### src/rtl/uart_pkg.sv
// Definitions shared by the uart transmitter and receiver: FSM states, default
// frame geometry and a counter-width helper.
package uart_pkg;

    typedef enum logic [2:0] {
        IDLE,
        START,
        DATA,
        PARITY,
        STOP
    } uart_state_e;

    localparam int unsigned UART_CLKS_PER_BIT = 16;
    localparam int unsigned UART_DATA_BITS    = 8;

    function automatic int unsigned cnt_width(input int unsigned n);
        return (n < 2) ? 1 : $clog2(n);
    endfunction

endpackage

### src/rtl/uart_rx_if.sv
// Receiver-side signal bundle: serial line in, parallel word and status out.
interface uart_rx_if #(
    parameter int unsigned DATA_BITS = uart_pkg::UART_DATA_BITS
);
    logic                 rxd;
    logic [DATA_BITS-1:0] rx_data;
    logic                 rx_valid;
    logic                 parity_err;
    logic                 frame_err;
    logic                 busy;

    modport master (
        input  rxd,
        output rx_data, rx_valid, parity_err, frame_err, busy
    );

    modport slave (
        output rxd,
        input  rx_data, rx_valid, parity_err, frame_err, busy
    );
endinterface

### src/rtl/uart_rx_sync.sv
// Two-flop synchronizer for the serial line (resets to idle-high) with a
// falling-edge strobe derived from the synchronized value.
module uart_rx_sync (
    input  logic clk,
    input  logic rst_n,
    input  logic rxd,
    output logic rxd_s,
    output logic fall
);
    logic meta_q;
    logic sync_q;
    logic prev_q;

    always_ff @(posedge clk or negedge rst_n) begin
        if (!rst_n) begin
            meta_q <= 1'b1;
            sync_q <= 1'b1;
            prev_q <= 1'b1;
        end else begin
            meta_q <= rxd;
            sync_q <= meta_q;
            prev_q <= sync_q;
        end
    end

    assign rxd_s = sync_q;
    assign fall  = prev_q & ~sync_q;
endmodule

### src/rtl/uart_rx.sv
// UART receiver: mid-bit sampling of start, data (LSB first), optional parity
// and stop bits, with registered one-cycle status pulses.
module uart_rx
    import uart_pkg::*;
#(
    parameter int unsigned CLKS_PER_BIT = UART_CLKS_PER_BIT,
    parameter int unsigned DATA_BITS    = UART_DATA_BITS,
    parameter int unsigned PARITY_EN    = 0,
    parameter int unsigned PARITY_ODD   = 0
) (
    input logic       clk,
    input logic       rst_n,
    uart_rx_if.master bus
);
    localparam int unsigned CW = cnt_width(CLKS_PER_BIT);
    localparam int unsigned BW = cnt_width(DATA_BITS);
    localparam logic [CW-1:0] HALF_M1  = CW'(CLKS_PER_BIT / 2 - 1);
    localparam logic [CW-1:0] FULL_M1  = CW'(CLKS_PER_BIT - 1);
    localparam logic [BW-1:0] LAST_BIT = BW'(DATA_BITS - 1);
    localparam logic          ODD      = (PARITY_ODD != 0);

    logic                 rxd_s;
    logic                 fall;
    uart_state_e          state_q;
    logic [CW-1:0]        cnt_q;
    logic [BW-1:0]        bit_q;
    logic [DATA_BITS-1:0] shift_q;
    logic [DATA_BITS-1:0] data_q;
    logic                 par_q;
    logic                 valid_q;
    logic                 perr_q;
    logic                 ferr_q;
    logic                 busy_q;

    uart_rx_sync u_sync (
        .clk   (clk),
        .rst_n (rst_n),
        .rxd   (bus.rxd),
        .rxd_s (rxd_s),
        .fall  (fall)
    );

    // cnt_q restarts at each sample point, so every compare below marks a mid-bit instant
    always_ff @(posedge clk or negedge rst_n) begin
        if (!rst_n) begin
            state_q <= IDLE;
            cnt_q   <= '0;
            bit_q   <= '0;
            shift_q <= '0;
            data_q  <= '0;
            par_q   <= 1'b0;
            valid_q <= 1'b0;
            perr_q  <= 1'b0;
            ferr_q  <= 1'b0;
            busy_q  <= 1'b0;
        end else begin
            valid_q <= 1'b0;
            perr_q  <= 1'b0;
            ferr_q  <= 1'b0;
            cnt_q   <= cnt_q + 1'b1;
            case (state_q)
                IDLE: begin
                    cnt_q <= '0;
                    if (fall) begin
                        state_q <= START;
                        busy_q  <= 1'b1;
                        bit_q   <= '0;
                    end
                end
                START: begin
                    if (cnt_q == HALF_M1) begin
                        cnt_q <= '0;
                        if (rxd_s) begin
                            state_q <= IDLE;
                            busy_q  <= 1'b0;
                        end else begin
                            state_q <= DATA;
                        end
                    end
                end
                DATA: begin
                    if (cnt_q == FULL_M1) begin
                        cnt_q   <= '0;
                        shift_q <= {rxd_s, shift_q[DATA_BITS-1:1]};
                        bit_q   <= bit_q + 1'b1;
                        if (bit_q == LAST_BIT) begin
                            state_q <= (PARITY_EN != 0) ? PARITY : STOP;
                        end
                    end
                end
                PARITY: begin
                    if (cnt_q == FULL_M1) begin
                        cnt_q   <= '0;
                        par_q   <= rxd_s;
                        state_q <= STOP;
                    end
                end
                STOP: begin
                    if (cnt_q == FULL_M1) begin
                        cnt_q   <= '0;
                        data_q  <= shift_q;
                        state_q <= IDLE;
                        busy_q  <= 1'b0;
                        if (rxd_s) begin
                            valid_q <= 1'b1;
                            perr_q  <= (PARITY_EN != 0) && (((^shift_q) ^ par_q) != ODD);
                        end else begin
                            ferr_q  <= 1'b1;
                        end
                    end
                end
                default: begin
                    state_q <= IDLE;
                    busy_q  <= 1'b0;
                end
            endcase
        end
    end

    assign bus.rx_data    = data_q;
    assign bus.rx_valid   = valid_q;
    assign bus.parity_err = perr_q;
    assign bus.frame_err  = ferr_q;
    assign bus.busy       = busy_q;
endmodule

### src/flat_wrapper.sv
// flat-port wrapper written by rule: the top's interface ports become plain ports
module uart_rx_flat import uart_pkg::*;
#(
    parameter int unsigned CLKS_PER_BIT = UART_CLKS_PER_BIT,
    parameter int unsigned DATA_BITS    = UART_DATA_BITS,
    parameter int unsigned PARITY_EN    = 0,
    parameter int unsigned PARITY_ODD   = 0
)
  (clk, rst_n, bus_rxd, bus_rx_data, bus_rx_valid, bus_parity_err, bus_frame_err, bus_busy);
  uart_rx_if #(.DATA_BITS(DATA_BITS)) bus_i ();
  input logic clk;
  input logic rst_n;
  input wire logic [$bits(bus_i.rxd)-1:0] bus_rxd;
  output wire logic [$bits(bus_i.rx_data)-1:0] bus_rx_data;
  output wire logic [$bits(bus_i.rx_valid)-1:0] bus_rx_valid;
  output wire logic [$bits(bus_i.parity_err)-1:0] bus_parity_err;
  output wire logic [$bits(bus_i.frame_err)-1:0] bus_frame_err;
  output wire logic [$bits(bus_i.busy)-1:0] bus_busy;
  assign bus_i.rxd = bus_rxd;
  assign bus_rx_data = bus_i.rx_data;
  assign bus_rx_valid = bus_i.rx_valid;
  assign bus_parity_err = bus_i.parity_err;
  assign bus_frame_err = bus_i.frame_err;
  assign bus_busy = bus_i.busy;
  uart_rx #(.CLKS_PER_BIT(CLKS_PER_BIT), .DATA_BITS(DATA_BITS), .PARITY_EN(PARITY_EN), .PARITY_ODD(PARITY_ODD)) u_core (.clk(clk), .rst_n(rst_n), .bus(bus_i));
endmodule
### config.mk
export PLATFORM = sky130hd
export DESIGN_NAME = uart_rx_flat
export DESIGN_NICKNAME = d
export VERILOG_FILES = /design/src/rtl/uart_pkg.sv /design/src/rtl/uart_rx_if.sv /design/src/rtl/uart_rx_sync.sv /design/src/rtl/uart_rx.sv /design/src/flat_wrapper.sv
export SDC_FILE = /design/constraint.sdc
export NUM_CORES = 1
export LEC_CHECK = 0
export ABC_CLOCK_PERIOD_IN_PS = 3400
export CORE_ASPECT_RATIO = 1.4
export CORE_MARGIN = 2
export CORE_UTILIZATION = 45
export DETAILED_ROUTE_END_ITERATION = 12
export HOLD_SLACK_MARGIN = 0.12
export PLACE_DENSITY = 0.77
export REMOVE_ABC_BUFFERS = 1
export SYNTH_ARGS = -nofsm -noshare
export SYNTH_HDL_FRONTEND = slang
export SYNTH_HIERARCHICAL = 1
export SYNTH_SLANG_ARGS = --single-unit
### constraint.sdc
create_clock -name clk -period 3.4 [get_ports clk]
set_input_delay 0.68 -clock clk [delete_from_list [all_inputs] [get_ports clk]]
set_output_delay 0.68 -clock clk [all_outputs]
set_load 0.03 [all_outputs]
==> reports/qor.yml <==
fin_crit_sh_pct: 59.5
yosysUniqueCellTypes: 43
rsz0062_at_grt: "no"
netlist_area_um2: 1440
dp_hpwl_um: 1690
cp_max_fo: 4
slew_viol_final: 0
routed_wl_um: 2470
root_buffer: "clkbuf_8"
syn_area_per_cell_um2: 13.2
grt-ovfl-total: 0
crit_chain: "clkdlybuf4s50_1"
fin_crit_ns: 2.02
vdd_drop_max_mv: 0.372
synthTopCellsByCount: "dfrtp_1, mux2_2, a21oi_1, nor2_1, nor3_1"
crit_path_end_kind: "output pin"
nFillCells: 262
ys.flop_type: "dfrtp_1"
fmax_ghz: 0.494
core_um2: 3090
synthArstFlopShare_pct: 100
finalPower_w: 0.000985
htree_levels: 2
dr.pass1.iters: 4
arrival_ns: 1.34
start_kind: "flip-flop"
cpLargestDelayFamily: "buffers and inverters"
power_density_nw_per_um2: 588
cts_hold_buf: 0
netlist_instances: 109
synth_edf_count: 0
grt_pass1_wl_um: 4440
reg2reg_to: "u_core/shift_q[5]"
track_usage_pct: 16.5
cts_resized: 0
clk_latency_ns: 0.28
regToRegSetupSlack_ns: 1.67
area_delta_synth_final_pct: 16.0
path_buf_inv: 1
yosysWarningCount: 6
yosysMostFrequentCell: "dfrtp_1"
vias: 879
grt_pass1_vias: 958
initial_core_util_pct: 46.6
numCtsBuffers: 5
final_nets: 130
reg2reg_from: "u_core/cnt_q[0]"
maxCapViolations: 0
numClockSinks: 32
ioPinCount: 15
synth.area.top_cells: "dfrtp_1, mux2_2, dfstp_2"
hold_class: "reg2reg"
status: "completed"
die_x_um: 51.9
yosys.area.top_type: "dfrtp_1"
cp_slowest_stage_delay_ns: 0.68
synth-seq-cells: 32
drc: 0
postCtsSetupBuffers: 0
crit_start: "u_core/bus.busy"
finalHoldViolCount: 0
post_drt_wl_per_cell_um: 15.1
final_area_um2: 1670
grt_max_degree: 33
clkSlewWorstSetupHoldPaths_ns: 0.06
die_y_um: 71.0
cts.path.max_buffers: 2
antenna_found_initial: 0
drt-initial-drc-count: 12
tritoncts: "yes"
place.port_buffers: 13
gp_congestion: 0.838
crit_required_ns: 2.72
synth_seq_area_share_pct: 55.8
whs_ns: 0.355
r2r_cells: 4
skew_ns: 0.00608
antennaDiodeCount: 0
viasPerCell: 5.36
fp.dieArea_um2: 3680
drive_gt1_share_pct: 30.4
critical_path_depth: 1
place_area_um2: 1580
setup_viol: 0
final.setup.tns_ns: 0
cp-endpoint: "bus_busy"
rows: 24
postRouteAntennaNets: 0
p_leak_nw: 0.777
synth_top_area_share_pct: 50.3
setup.worst_path.class: "reg2out"
slowest_stage: "clkdlybuf4s50_1"
how the worst min path moves through the flow:
stage,start,to,depth (start not counted)
after floorplan,u_core/u_sync/meta_q,u_core/u_sync/rxd_s,0
after detailed placement,u_core/u_sync/meta_q,u_core/u_sync/rxd_s,0
final,u_core/u_sync/meta_q,u_core/u_sync/rxd_s,0
after global routing,u_core/u_sync/meta_q,u_core/u_sync/rxd_s,0
after CTS,u_core/u_sync/meta_q,u_core/u_sync/rxd_s,0
after global placement,u_core/u_sync/meta_q,u_core/u_sync/rxd_s,0
sequential cells by signal, summed over array words and instances, names as in the netlist:
signal                count
u_core/u_sync/prev_q      1
u_core/bus.rx_data        8
u_core/bus.busy           1
u_core/u_sync/rxd_s       1
u_core/shift_q            8
u_core/state_q            3
u_core/bit_q              3
u_core/cnt_q              4
u_core/bus.rx_valid       1
u_core/bus.frame_err      1
u_core/u_sync/meta_q      1
through the flow:
step / cells / utilization [%] / worst slack (ns)
6_report: 164 / 54.1 / 1.38
5_1_grt: 164 / 54.1 / 1.32
4_1_cts: 164 / 54.1 / 1.36
3_5_place_dp: 156 / 51.2 / 1.66
3_3_place_gp: 156 / 51.2 / 1.69
2_1_floorplan: 103 / - / 1.91
per-layer routing:
metal | global-route usage [%] | vias up | wire length, µm
met5 | 0 | - | 0
met4 | 8.77 | 0 | 61
met3 | 4.43 | 4 | 94
met2 | 27.8 | 18 | 1330
met1 | 18.6 | 445 | 983
li1 | - | 412 | -
final cells by class:
type / count / area [µm²] / share of cell area [%]
clock buffers: 8 / 90.1 / 5.38
inverters: 3 / 11.3 / 0.673
multi-input cells: 68 / 582 / 34.8
flip-flops and latches: 32 / 805 / 48.1
well taps: 39 / 48.8 / 2.91
repair buffers: 14 / 138 / 8.22
kinds of logic after synthesis:
logic type	Yosys count	share of synthesized area, %
AO/OA/AOI/OAI	13	5.64
XOR/XNOR	2	1.21
adder cells (fa/ha/maj)	3	2.60
buffers and inverters	9	3.90
flip-flops	32	55.8
multiplexers	18	14.5
other	1	0.260
AND/OR/NAND/NOR	31	16.1
where the power goes:
group          internal (W)  leakage [nW]  total, W  switching (W)
combinational     0.0000958         0.309  0.000198       0.000102
clock              0.000165        0.0455  0.000290       0.000125
sequential         0.000424         0.423  0.000497      0.0000736
total              0.000684         0.777  0.000985       0.000301
cell usage in the layout, fill, tap and decap left out, types with 2 or more instances in the layout:
master	count
dfrtp_1	29
mux2_2	15
clkdlybuf4s50_1	13
clkbuf_8	6
nor3_1	4
nor2_1	4
a21oi_1	4
o21ai_0	3
ha_1	3
dfstp_2	3
clkbuf_1	2
nand2_1	2
nand4b_1	2
nand3_1	2
inv_1	2
mux2_4	2
a22o_1	2
nor2b_1	2
Power figures use the tool's default switching activity.
